**src/rtl/outport_if.sv**
```systemverilog
// Link-side bundle of the router output port: crossbar flit/grant in, channel, strobe pair and status out.
// The slave modport is the outport itself; the master modport is the router/testbench side.
interface outport_if #(
    parameter int FLIT_WIDTH = 48
);
    logic [FLIT_WIDTH-1:0] crossbar_din;
    logic                  grant_din;
    logic [1:0]            diff_pair_din;
    logic                  ready_dout;
    logic [FLIT_WIDTH-1:0] channel_dout;
    logic [1:0]            diff_pair_dout;
    logic [3:0]            credit_dout;
    logic                  error_dout;

    modport slave (
        input  crossbar_din,
        input  grant_din,
        input  diff_pair_din,
        output ready_dout,
        output channel_dout,
        output diff_pair_dout,
        output credit_dout,
        output error_dout
    );

    modport master (
        output crossbar_din,
        output grant_din,
        output diff_pair_din,
        input  ready_dout,
        input  channel_dout,
        input  diff_pair_dout,
        input  credit_dout,
        input  error_dout
    );
endinterface

```
**src/rtl/outport.sv**
```systemverilog
// Router output port: registers each granted flit onto the link (1-cycle latency) and toggles the strobe pair.
// Backpressure: ready_dout drops at zero credits; a grant then drops the flit and sets the sticky error flag.
module outport #(
    parameter int CREDITS    = 4,
    parameter int FLIT_WIDTH = 48
) (
    input  logic      clka,
    input  logic      rsta,
    outport_if.slave  port
);
    localparam logic [3:0] CRED_MAX = 4'(CREDITS);

    logic [FLIT_WIDTH-1:0] chan_q,      chan_d;
    logic                  tx_tog_q,    tx_tog_d;
    logic [3:0]            credit_q,    credit_d;
    logic                  cred_last_q, cred_last_d;
    logic                  err_q,       err_d;

    logic launch;
    logic drop;
    logic ret_valid;
    logic cred_evt;
    logic overflow;

    always_comb begin
        launch    = port.grant_din && (credit_q != 4'd0);
        drop      = port.grant_din && (credit_q == 4'd0);
        ret_valid = port.diff_pair_din[1] != port.diff_pair_din[0];
        cred_evt  = ret_valid && (port.diff_pair_din[1] != cred_last_q);
        overflow  = cred_evt && !launch && (credit_q == CRED_MAX);
    end

    always_comb begin
        chan_d      = chan_q;
        tx_tog_d    = tx_tog_q;
        credit_d    = credit_q;
        cred_last_d = cred_last_q;
        err_d       = err_q;

        if (launch) begin
            chan_d   = port.crossbar_din;
            tx_tog_d = ~tx_tog_q;
        end

        if (cred_evt) begin
            cred_last_d = port.diff_pair_din[1];
        end

        // A launch and a returned credit in the same cycle cancel out.
        if (launch && !cred_evt) begin
            credit_d = credit_q - 4'd1;
        end else if (cred_evt && !launch && !overflow) begin
            credit_d = credit_q + 4'd1;
        end

        if (drop || !ret_valid || overflow) begin
            err_d = 1'b1;
        end
    end

    always_ff @(posedge clka or negedge rsta) begin
        if (!rsta) begin
            chan_q      <= '0;
            tx_tog_q    <= 1'b0;
            credit_q    <= CRED_MAX;
            cred_last_q <= 1'b0;
            err_q       <= 1'b0;
        end else begin
            chan_q      <= chan_d;
            tx_tog_q    <= tx_tog_d;
            credit_q    <= credit_d;
            cred_last_q <= cred_last_d;
            err_q       <= err_d;
        end
    end

    assign port.channel_dout   = chan_q;
    assign port.diff_pair_dout = {tx_tog_q, ~tx_tog_q};
    assign port.credit_dout    = credit_q;
    assign port.ready_dout     = (credit_q != 4'd0);
    assign port.error_dout     = err_q;
endmodule
```
**src/flat_wrapper.sv**
```systemverilog
// flat-port wrapper written by rule: the top's interface ports become plain ports
module outport_flat 
#(
    parameter int CREDITS    = 4,
    parameter int FLIT_WIDTH = 48
)
  (clka, rsta, port_crossbar_din, port_grant_din, port_diff_pair_din, port_ready_dout, port_channel_dout, port_diff_pair_dout, port_credit_dout, port_error_dout);
  outport_if #(.FLIT_WIDTH(FLIT_WIDTH)) port_i ();
  input  logic clka;
  input  logic rsta;
  input wire logic [$bits(port_i.crossbar_din)-1:0] port_crossbar_din;
  input wire logic [$bits(port_i.grant_din)-1:0] port_grant_din;
  input wire logic [$bits(port_i.diff_pair_din)-1:0] port_diff_pair_din;
  output wire logic [$bits(port_i.ready_dout)-1:0] port_ready_dout;
  output wire logic [$bits(port_i.channel_dout)-1:0] port_channel_dout;
  output wire logic [$bits(port_i.diff_pair_dout)-1:0] port_diff_pair_dout;
  output wire logic [$bits(port_i.credit_dout)-1:0] port_credit_dout;
  output wire logic [$bits(port_i.error_dout)-1:0] port_error_dout;
  assign port_i.crossbar_din = port_crossbar_din;
  assign port_i.grant_din = port_grant_din;
  assign port_i.diff_pair_din = port_diff_pair_din;
  assign port_ready_dout = port_i.ready_dout;
  assign port_channel_dout = port_i.channel_dout;
  assign port_diff_pair_dout = port_i.diff_pair_dout;
  assign port_credit_dout = port_i.credit_dout;
  assign port_error_dout = port_i.error_dout;
  outport #(.CREDITS(CREDITS), .FLIT_WIDTH(FLIT_WIDTH)) u_core (.clka(clka), .rsta(rsta), .port(port_i));
endmodule
```
**config.mk**
```make
export PLATFORM = sky130hd
export DESIGN_NAME = outport_flat
export DESIGN_NICKNAME = d
export VERILOG_FILES = /design/src/rtl/outport_if.sv /design/src/rtl/outport.sv /design/src/flat_wrapper.sv
export SDC_FILE = /design/constraint.sdc
export NUM_CORES = 1
export LEC_CHECK = 0
export ABC_CLOCK_PERIOD_IN_PS = 7100
export CAP_MARGIN = 20
export CORE_MARGIN = 8
export CORE_UTILIZATION = 32
export CTS_BUF_LIST = sky130_fd_sc_hd__clkbuf_4 sky130_fd_sc_hd__clkbuf_8
export DETAILED_ROUTE_END_ITERATION = 7
export PLACE_DENSITY_LB_ADDON = 0.12
export SLEW_MARGIN = 40
export SYNTH_ARGS = -nofsm -noshare
export SYNTH_HDL_FRONTEND = slang
export SYNTH_SLANG_ARGS = --single-unit
```
**constraint.sdc**
```tcl
create_clock -name clka -period 7.1 [get_ports clka]
set_input_delay 0.71 -clock clka [delete_from_list [all_inputs] [get_ports clka]]
set_output_delay 0.71 -clock clka [all_outputs]
set_load 0.01 [all_outputs]
```
==> impl_results.md, run 1 <==
- Worst EP arrival: 3.07 ns
- First-pass iteration count of the detailed router: 4
- Status: finished clean
- Synth warn: 0
- Fin area: 3580 um^2
- Worst Reg-to-Reg Cells: 9
- Top_reg_cell synth: dfrtp_1
- Vias per inst: 4.52
- Top cell type's share of synthesized area: 58.5%
- Final WL: 5710 um
- Total of max-cap violations: 0
- Total gr overflow: 0
- Reg2reg end: u_core.port.credit_dout[2]
- Synth top area cells: dfrtp_1 58%, mux2_2 22%, buf_4 1.9%, mux2_1 1.5%, mux2i_1 1.3%
- Slew Limit Headroom: 56.6%
- Filler cell count in the final layout: 676
- Worst-path maximum fanout: 9
- Port bufs: 108
- Post-synth top area cell: dfrtp_1
- Crit Path Category: in -> reg
- Int Pwr: 0.914 mW
- Synth Area per Inst: 14.0 um^2
- Post-CTS Resized: 0
- Total CTS buffers: 5
- Netlist Area Pre-Place: 2310 um^2
- Post-DR wirelength/cell: 15.3 um
- CTS sink cnt: 55
- Via count: 1680
- DRC: 0
- Die Area: 10200 um^2
- Post-DP HPWL: 4150 um
- RePlAce Congestion: 0.776
- P_leak: 1.45 nW
- Minimum clock period: 2.85 ns
- Max IR drop VDD: 0.000171 V
- Vias in the first global route: 1764
- Clk buf depth: 2
- Data required, critical path: 7.33 ns
- CTS tree: yes
- Antenna Cells: 0
- H-tree lvl count: 2
- Sw Pwr: 0.406 mW
- Rows: 31
- Setup tns final: 0 ns
- CP startpoint kind: input pin
- Post-CTS Setup Bufs: 0
- Worst clock skew: 0.00686 ns
- # hold bufs at CTS: 0
- RSZ-0062 raised after global routing: false
- Post-synth ARST share: 100%
- Sw frac: 30.8%
- Die Height: 101 um
- Initial Utilization: 32.4%
- Core ar.: 7140 um^2
- Post-synth EDFFs: 0
- Worst-Margin Slew: 0.651 ns
- Gate power share: 45.7%
- Antenna violations before repair: 0
- Crit path capture: u_core.port.credit_dout[2]
- Worst hold path type: in -> async
- Final hold violations: 0
- Worst setup EP type: flop
- Most common cell after layout, fill and taps aside: clkdlybuf4s50_1
- Area of the multi-input gates: 848 um^2
- Layout cell share with drive strength beyond 1: 22.0%
- Root buffer cell: clkbuf_8
- Fmax: 0.351 GHz
- Power density cells: 368 nW/um^2
- Crit path launch: port_diff_pair_din[1]
- Worst flop-to-flop path startpoint: u_core.port.credit_dout[1]
- Clk pwr share: 15.6%
- R2R setup slack: 4.66 ns
- First-pass GRT wire length: 8980 um
- Slew Limit Fails: 0
- Initial drt markers: 40
- Register Area: 1380 um^2
- Largest net degree at the start of global routing: 56
- I/O pin total: 109
- #FFs+latches synth: 55
- P&R area growth vs syn: 55.1%
- Die Wd: 101 um
- Most frequent cells in the layout: 107 x clkdlybuf4s50_1, 54 x dfrtp_1, 45 x mux2_2, 8 x nor2_1
- Nets: 326
- Final hold slack: 0.334 ns
- Placed cell area: 3450 um^2
- Clk slew on worst S/H paths: 0.10 ns
- Period utilization: 40.1%
- Cells after synthesis: 165
- Setup Viol. Count Final: 0
- Clock latency on the worst-skew pair: 0.30 ns
- GRT Total Usage: 11.2%
- Post-synthesis cell type count: 34
- Antenna-violating nets left: 0
- Mapped Nets: 219
- Reg power frac: 38.7%
- Post-synthesis sequential area ratio: 59.6%
[Yosys cell counts (2+ instances only)]
| cell | number |
|---|---|
| mux2_2 | 45 |
| mux2_1 | 3 |
| nand3b_1 | 2 |
| xnor2_1 | 2 |
| buf_2 | 2 |
| buf_4 | 6 |
| clkbuf_1 | 2 |
| or3_1 | 2 |
| nand2_1 | 4 |
| mux2i_1 | 3 |
| nand4_1 | 2 |
| a21oi_1 | 5 |
| o21ai_0 | 3 |
| inv_1 | 3 |
| dfrtp_1 | 54 |
| a221oi_1 | 2 |
| nor2_1 | 8 |
[per-layer routing]
layer  global-route usage [%]  vias up  wire length (um)
li1                         -      795                 -
met1                     13.0      839              2460
met2                     19.2       44              2890
met3                     3.59        2               332
met4                     3.09        0                30
met5                        0        -                 0
[cell families after synthesis]
group | Yosys count | share of synthesized area [%]
AOI/OAI and AO/OA | 15 | 4.33
xor gates and xnor gates | 3 | 1.14
adders and majority gates | 1 | 0.541
buffers and inverters | 14 | 3.68
DFF | 55 | 59.6
muxes | 51 | 24.7
and+or+nand+nor | 26 | 6.01
[power groups by stage]
stage	logic [mW]	registers, mW	clock network, mW
6_report	0.603	0.511	0.206
5_1_grt	0.645	0.529	0.230
4_1_cts	0.615	0.513	0.217
3_5_place_dp	0.612	0.518	0
3_3_place_gp	0.610	0.513	0
2_1_floorplan	0.242	0.559	0
[registers in the layout (all words and copies together), names as in the netlist]
name,flops
u_core.port.credit_dout,4
u_core.port.channel_dout,48
u_core.tx_tog_q,1
u_core.port.error_dout,1
u_core.cred_last_q,1
[worst max-delay path, stage by stage]
cell	delay [ns]
clkdlybuf4s50_1	0.54
or3b_1	0.50
nand2_1	0.21
nor2_1	0.07
xor2_1	0.15
ha_1	0.22
nor2_1	0.14
nand4_1	0.11
o311a_1	0.15
a311o_1	0.27
[through the flow]
step                util [%]  total power, mW  std cells  setup slack, ns
global placement        48.4             1.12        363             4.02
global route            50.2             1.40        372             4.17
detailed placement      48.4             1.13        363             3.96
finish                  50.2             1.32        372             4.25
floorplan                  -            0.801        165             4.57
CTS                     49.9             1.34        371             4.29
[final cells by class]
class,instances,share of cell area [%]
timing repair buffer,111,31.0
multi-input combinational,96,23.7
tap,99,3.46
clock inverter,3,1.22
sequential,55,38.4
inverter,3,0.314
clock buffer,5,1.92
[how the worst min path moves through the flow]
stage / depth (start not counted) / end / startpoint / slack, ns
4_1_cts: 2 / u_core.port.error_dout / u_core.port.error_dout / 0.50
5_1_grt: 2 / u_core.port.channel_dout[19] / rsta / 0.33
6_report: 2 / u_core.port.channel_dout[19] / rsta / 0.33
3_3_place_gp: 2 / u_core.port.error_dout / u_core.port.error_dout / 0.47
3_5_place_dp: 2 / u_core.port.error_dout / u_core.port.error_dout / 0.47
2_1_floorplan: 0 / u_core.cred_last_q / rsta / 0.41
No activity file was read; power rests on OpenSTA's default activity.
==> run 2, diff against run 1 <==
--- a/config.mk
+++ b/config.mk
@@ -5,7 +5,7 @@
 export SDC_FILE = /design/constraint.sdc
 export NUM_CORES = 1
 export LEC_CHECK = 0
-export ABC_CLOCK_PERIOD_IN_PS = 7100
+export ABC_CLOCK_PERIOD_IN_PS = 2800
 export CAP_MARGIN = 20
 export CORE_MARGIN = 8
 export CORE_UTILIZATION = 32
==> constraint.sdc (replaced) <==
create_clock -name clka -period 2.8 [get_ports clka]
set_input_delay 0.28 -clock clka [delete_from_list [all_inputs] [get_ports clka]]
set_output_delay 0.28 -clock clka [all_outputs]
set_load 0.01 [all_outputs]
==> impl_results.md, run 2 (synthesized netlist as in run 1, its figures left out) <==
- Status: finished clean (unchanged)
- Antenna violations before repair: 0 (unchanged)
- R2R setup slack: 0.41 ns (was 4.66 ns)
- Data required, critical path: 3.03 ns (was 7.33 ns)
- Clk buf depth: 2 (unchanged)
- Worst EP arrival: 2.62 ns (was 3.07 ns)
- Worst-Margin Slew: 0.650 ns (was 0.651 ns)
- Slew Limit Headroom: 56.7% (was 56.6%)
- Reg2reg end: u_core.port.credit_dout[2] (unchanged)
- Layout cell share with drive strength beyond 1: 22.7% (was 22.0%)
- Root buffer cell: clkbuf_8 (unchanged)
- Final WL: 5940 um (was 5710 um)
- Most frequent cells in the layout: 107 x clkdlybuf4s50_1, 54 x dfrtp_1, 45 x mux2_2, 8 x nor2_1 (unchanged)
- RePlAce Congestion: 0.765 (was 0.776)
- Port bufs: 108 (unchanged)
- Clk slew on worst S/H paths: 0.10 ns (about the same)
- Crit Path Category: reg -> reg (was in -> reg)
- Slew Limit Fails: 0 (unchanged)
- Worst-path maximum fanout: 10 (was 9)
- Antenna Cells: 0 (unchanged)
- Post-CTS Resized: 0 (unchanged)
- Setup WS pre-CTS: 0.277 ns (was 3.96 ns)
- Initial drt markers: 48 (was 40)
- Final hold violations: 0 (unchanged)
- Filler cell count in the final layout: 681 (was 676)
- CTS sink cnt: 55 (unchanged)
- Worst setup EP type: flop (unchanged)
- Fmax: 0.419 GHz
- Die Height: 101 um (unchanged)
- Most common cell after layout, fill and taps aside: clkdlybuf4s50_1 (unchanged)
- Setup tns final: 0 ns (unchanged)
- Final hold slack: 0.380 ns (was 0.334 ns)
- H-tree lvl count: 2 (unchanged)
- Worst clock skew: 0.00830 ns (was 0.00686 ns)
- First-pass iteration count of the detailed router: 4 (unchanged)
- Core ar.: 7140 um^2 (unchanged)
- Post-route worst setup slack: 0.414 ns (was 4.25 ns)
- First-pass GRT wire length: 9450 um (was 8980 um)
- Crit path launch: u_core.port.credit_dout[1] (was port_diff_pair_din[1])
- Post-CTS Setup Bufs: 0 (unchanged)
- CTS tree: yes (unchanged)
- RSZ-0062 raised after global routing: false (unchanged)
- Clock latency on the worst-skew pair: 0.30 ns (about the same)
- Max reg flops: 48 (unchanged)
- # hold bufs at CTS: 1 (was 0)
- Power density cells: 917 nW/um^2 (was 368 nW/um^2)
- Die Wd: 101 um (unchanged)
- Worst hold path type: in -> async (unchanged)
- Total CTS buffers: 5 (unchanged)
- Minimum clock period: 2.39 ns
- Rows: 31 (unchanged)
- Worst flop-to-flop path startpoint: u_core.port.credit_dout[1] (unchanged)
- I/O pin total: 109 (unchanged)
- DRC: 0 (unchanged)
- Setup Viol. Count Final: 0 (unchanged)
- Post-DP HPWL: 4510 um (was 4150 um)
- Initial Utilization: 32.4% (unchanged)
- Antenna-violating nets left: 0 (unchanged)
- Vias per inst: 4.59 (was 4.52)
- Period utilization: 85.2%
- Via count: 1727 (was 1680)
- CP startpoint kind: flop (was input pin)
- Post-DR wirelength/cell: 15.8 um (was 15.3 um)
- Worst Reg-to-Reg Cells: 9 (unchanged)
- P_leak: 1.46 nW (was 1.45 nW)
- Die Area: 10200 um^2 (unchanged)
- Max IR drop VDD: 0.000394 V (was 0.000171 V)
- Crit path capture: u_core.port.credit_dout[2] (unchanged)
- GRT Total Usage: 11.9% (was 11.2%)
- Nets: 330 (was 326)
- Vias in the first global route: 1850 (was 1764)
- P&R area growth vs syn: 55.4% (was 55.1%)
- Total of max-cap violations: 0 (unchanged)
- Total gr overflow: 0 (unchanged)
- Largest net degree at the start of global routing: 50 (was 56)
[run 2: changes by cell type in the layout (fill, tap and decap cells not counted), sizes merged]
cell / previous run / this run
clkinv: 2 / 1
bufinv: 1 / 0
buf: 4 / 7
clkbuf: 5 / 7
dlygate4sd3: 0 / 1
[run 2: worst min-delay path by stage]
stage	from	endpoint	slack [ns]
2_1_floorplan	rsta	u_core.cred_last_q	-0.02
3_3_place_gp	rsta	u_core.port.channel_dout[15]	0.18
3_5_place_dp	rsta	u_core.port.channel_dout[19]	0.19
4_1_cts	rsta	u_core.port.channel_dout[19]	0.38
5_1_grt	rsta	u_core.port.channel_dout[37]	0.40
6_report	rsta	u_core.port.channel_dout[15]	0.38
[run 2: layout make-up]
cell class                 count  area [um^2]  share of cell area, %
clock buffer                   7         90.1                   2.51
clock inverter                 1         8.76                  0.244
inverter                       3         11.3                  0.314
multi-input combinational     96          848                   23.6
sequential                    55         1380                   38.4
tap                           99          124                   3.45
timing repair buffer         115         1130                   31.5
[run 2: per-layer routing]
layer / vias to the layer above / track usage, % / share of wire (%)
met5: - / 0 / 0
met4: 0 / 4.35 / 1.5
met3: 8 / 4.42 / 7.3
met2: 53 / 20.9 / 53
met1: 864 / 12.6 / 38
li1: 802 / - / -
[run 2: worst max-delay path, stage by stage (launching register included)]
cell and delay (ns):
dfrtp_1 0.49, or4_1 0.63, nand2_2 0.13, nor2_1 0.06
xor2_1 0.14, ha_1 0.21, nor2_1 0.13, nand4_1 0.11
o311a_1 0.14, a311o_1 0.28
[run 2: report_power, final]
group          internal, mW  switching [mW]
Sequential             1.10           0.193
Clock                 0.213           0.252
Combinational         0.948           0.582
[run 2: metrics by stage]
step                power [mW]  std cells  utilization [%]  area, um^2
global placement          2.85        367             48.8        3480
detailed placement        2.88        367             48.8        3480
finish                    3.29        376             50.3        3590
floorplan                 2.03        165                -        2310
CTS                       3.36        376             50.3        3590
global route              3.51        376             50.3        3590
==> run 3, diff against run 2 <==
--- a/config.mk
+++ b/config.mk
@@ -8,7 +8,7 @@
 export ABC_CLOCK_PERIOD_IN_PS = 2800
 export CAP_MARGIN = 20
 export CORE_MARGIN = 8
-export CORE_UTILIZATION = 32
+export CORE_UTILIZATION = 42
 export CTS_BUF_LIST = sky130_fd_sc_hd__clkbuf_4 sky130_fd_sc_hd__clkbuf_8
 export DETAILED_ROUTE_END_ITERATION = 7
 export PLACE_DENSITY_LB_ADDON = 0.12
==> impl_results.md, run 3 (synthesized netlist as in run 1, its figures left out) <==
- Nets: 328 (was 330)
- Worst EP arrival: 2.66 ns (was 2.62 ns)
- Die Height: 90.2 um (was 101 um)
- P_leak: 1.45 nW (was 1.46 nW)
- Root buffer cell: clkbuf_8 (unchanged)
- Largest net degree at the start of global routing: 56 (was 50)
- Clock latency on the worst-skew pair: 0.31 ns (was 0.30 ns)
- Register Area: 1380 um^2 (unchanged)
- Layout cell share with drive strength beyond 1: 22.5% (was 22.7%)
- Crit Path Category: reg -> reg (unchanged)
- Via count: 1711 (was 1727)
- Port bufs: 108 (unchanged)
- Initial Utilization: 42.8% (was 32.4%)
- DRC: 0 (unchanged)
- Final hold slack: 0.0934 ns (was 0.380 ns)
- CTS tree: yes (unchanged)
- Total of max-cap violations: 0 (unchanged)
- Total gr overflow: 0 (unchanged)
- Gr busiest metal: met2 (unchanged)
- Minimum clock period: 2.43 ns (was 2.39 ns)
- Worst-path maximum fanout: 10 (unchanged)
- Fmax: 0.412 GHz (was 0.419 GHz)
- Fin cells: 347 (was 376)
- CP startpoint kind: flop (unchanged)
- Status: finished clean (unchanged)
- Post-DR wirelength/cell: 16.9 um (was 15.8 um)
- Final WL: 5870 um (was 5940 um)
- Worst Reg-to-Reg Cells: 9 (unchanged)
- GRT met2 Usage: 24.7% (was 20.9%)
- Setup tns final: 0 ns (unchanged)
- Slew Limit Fails: 0 (unchanged)
- Core ar.: 5410 um^2 (was 7140 um^2)
- Max IR drop VDD: 0.000509 V (was 0.000394 V)
- Placed cell area: 3440 um^2 (was 3480 um^2)
- Placed cell count: 339 (was 367)
- Initial drt markers: 66 (was 48)
- Worst hold path type: in -> async (unchanged)
- Die Area: 8130 um^2 (was 10200 um^2)
- Power density cells: 939 nW/um^2 (was 917 nW/um^2)
- Slew Limit Headroom: 53.5% (was 56.7%)
- Met1 GRT Util: 15.6% (was 12.6%)
- Antenna Cells: 0 (unchanged)
- Antenna violations before repair: 0 (unchanged)
- First-pass iteration count of the detailed router: 4 (unchanged)
- Rows: 27 (was 31)
- Most common cell after layout, fill and taps aside: clkdlybuf4s50_1 (unchanged)
- Worst-Margin Slew: 0.697 ns (was 0.650 ns)
- Post-CTS Setup Bufs: 0 (unchanged)
- Clk buf depth: 2 (unchanged)
- Final hold violations: 0 (unchanged)
- Die Wd: 90.2 um (was 101 um)
- First-pass GRT wire length: 9510 um (was 9450 um)
- GRT Total Usage: 14.6% (was 11.9%)
- Met3 global-route usage: 7.23% (was 4.42%)
- Fin area: 3540 um^2 (was 3590 um^2)
- Vias per inst: 4.93 (was 4.59)
- Max reg flops: 48 (unchanged)
- Worst clock skew: 0.00770 ns (was 0.00830 ns)
- Total CTS buffers: 5 (unchanged)
- Setup Viol. Count Final: 0 (unchanged)
- # hold bufs at CTS: 0 (was 1)
- Clk slew on worst S/H paths: 0.10 ns (about the same)
- Most frequent cells in the layout: 107 x clkdlybuf4s50_1, 54 x dfrtp_1, 45 x mux2_2, 8 x nor2_1, 7 x clkbuf_8 (was 107 x clkdlybuf4s50_1, 54 x dfrtp_1, 45 x mux2_2, 8 x nor2_1)
- Post-CTS Resized: 0 (unchanged)
- I/O pin total: 109 (unchanged)
- RePlAce Congestion: 0.830 (was 0.765)
- Data required, critical path: 3.03 ns (about the same)
- Area of the multi-input gates: 848 um^2 (unchanged)
- P&R area growth vs syn: 53.4% (was 55.4%)
- Post-DP HPWL: 4330 um (was 4510 um)
- Period utilization: 86.6% (was 85.2%)
- Filler cell count in the final layout: 410 (was 681)
- Worst setup EP type: flop (unchanged)
- CTS sink cnt: 55 (unchanged)
- Vias in the first global route: 1802 (was 1850)
- RSZ-0062 raised after global routing: false (unchanged)
- Antenna-violating nets left: 0 (unchanged)
- H-tree lvl count: 2 (unchanged)
==> run 3: changes by cell type in the layout (fill, tap and decap cells not counted), sizes merged <==
cell	change
buf	-1
clkbuf	+1
clkinv	-1
dlygate4sd3	-1
==> run 3: worst max-delay path: stages, from the launching register on <==
cell,delay (ns)
dfrtp_1,0.50
or4_1,0.62
nand2_2,0.13
nor2_1,0.06
xor2_1,0.14
ha_1,0.22
nor2_1,0.13
nand4_1,0.13
o311a_1,0.15
a311o_1,0.28
==> run 3: cell type report <==
class,instances,area share [%]
Inverter,3,0.318
Sequential cell,55,38.9
Clock buffer,8,2.93
Multi-Input combinational cell,96,23.9
Timing Repair Buffer,113,31.4
Tap cell,72,2.54
==> run 3: where the power goes <==
part	switching (mW)	internal (mW)	total, mW	leakage (nW)
logic	0.593	0.947	1.54	0.755
registers	0.197	1.10	1.30	0.640
clock network	0.250	0.236	0.486	0.0549
==> run 3: final timing paths <==
| check | from | slack [ns] | end |
|---|---|---|---|
| max | u_core.port.credit_dout[1] | 0.37 | u_core.port.credit_dout[2] |
| min | rsta | 0.09 | u_core.port.channel_dout[19] |
| max reg2reg | u_core.port.credit_dout[1] | 0.37 | u_core.port.credit_dout[2] |
| min reg2reg | u_core.port.error_dout | 0.48 | u_core.port.error_dout |
| max in group asynchronous | rsta | 2.24 | u_core.port.channel_dout[7] |
| min in group clka | u_core.port.error_dout | 0.48 | u_core.port.error_dout |
==> run 3: per-stage QoR <==
step,setup WS (ns),power (mW),util [%]
6_report,0.374,3.33,65.6
5_1_grt,0.242,3.54,65.6
4_1_cts,0.381,3.38,65.6
3_5_place_dp,0.208,2.88,63.7
3_3_place_gp,0.326,2.84,63.7
2_1_floorplan,0.270,2.03,-
==> run 3: layer usage <==
layer  wire, um  share of wire (%)  vias to the layer above
met5          0                  0                        -
met4         54               0.92                        0
met3        513                8.7                        4
met2       3130                 53                       56
met1       2180                 37                      855
li1           -                  -                      796
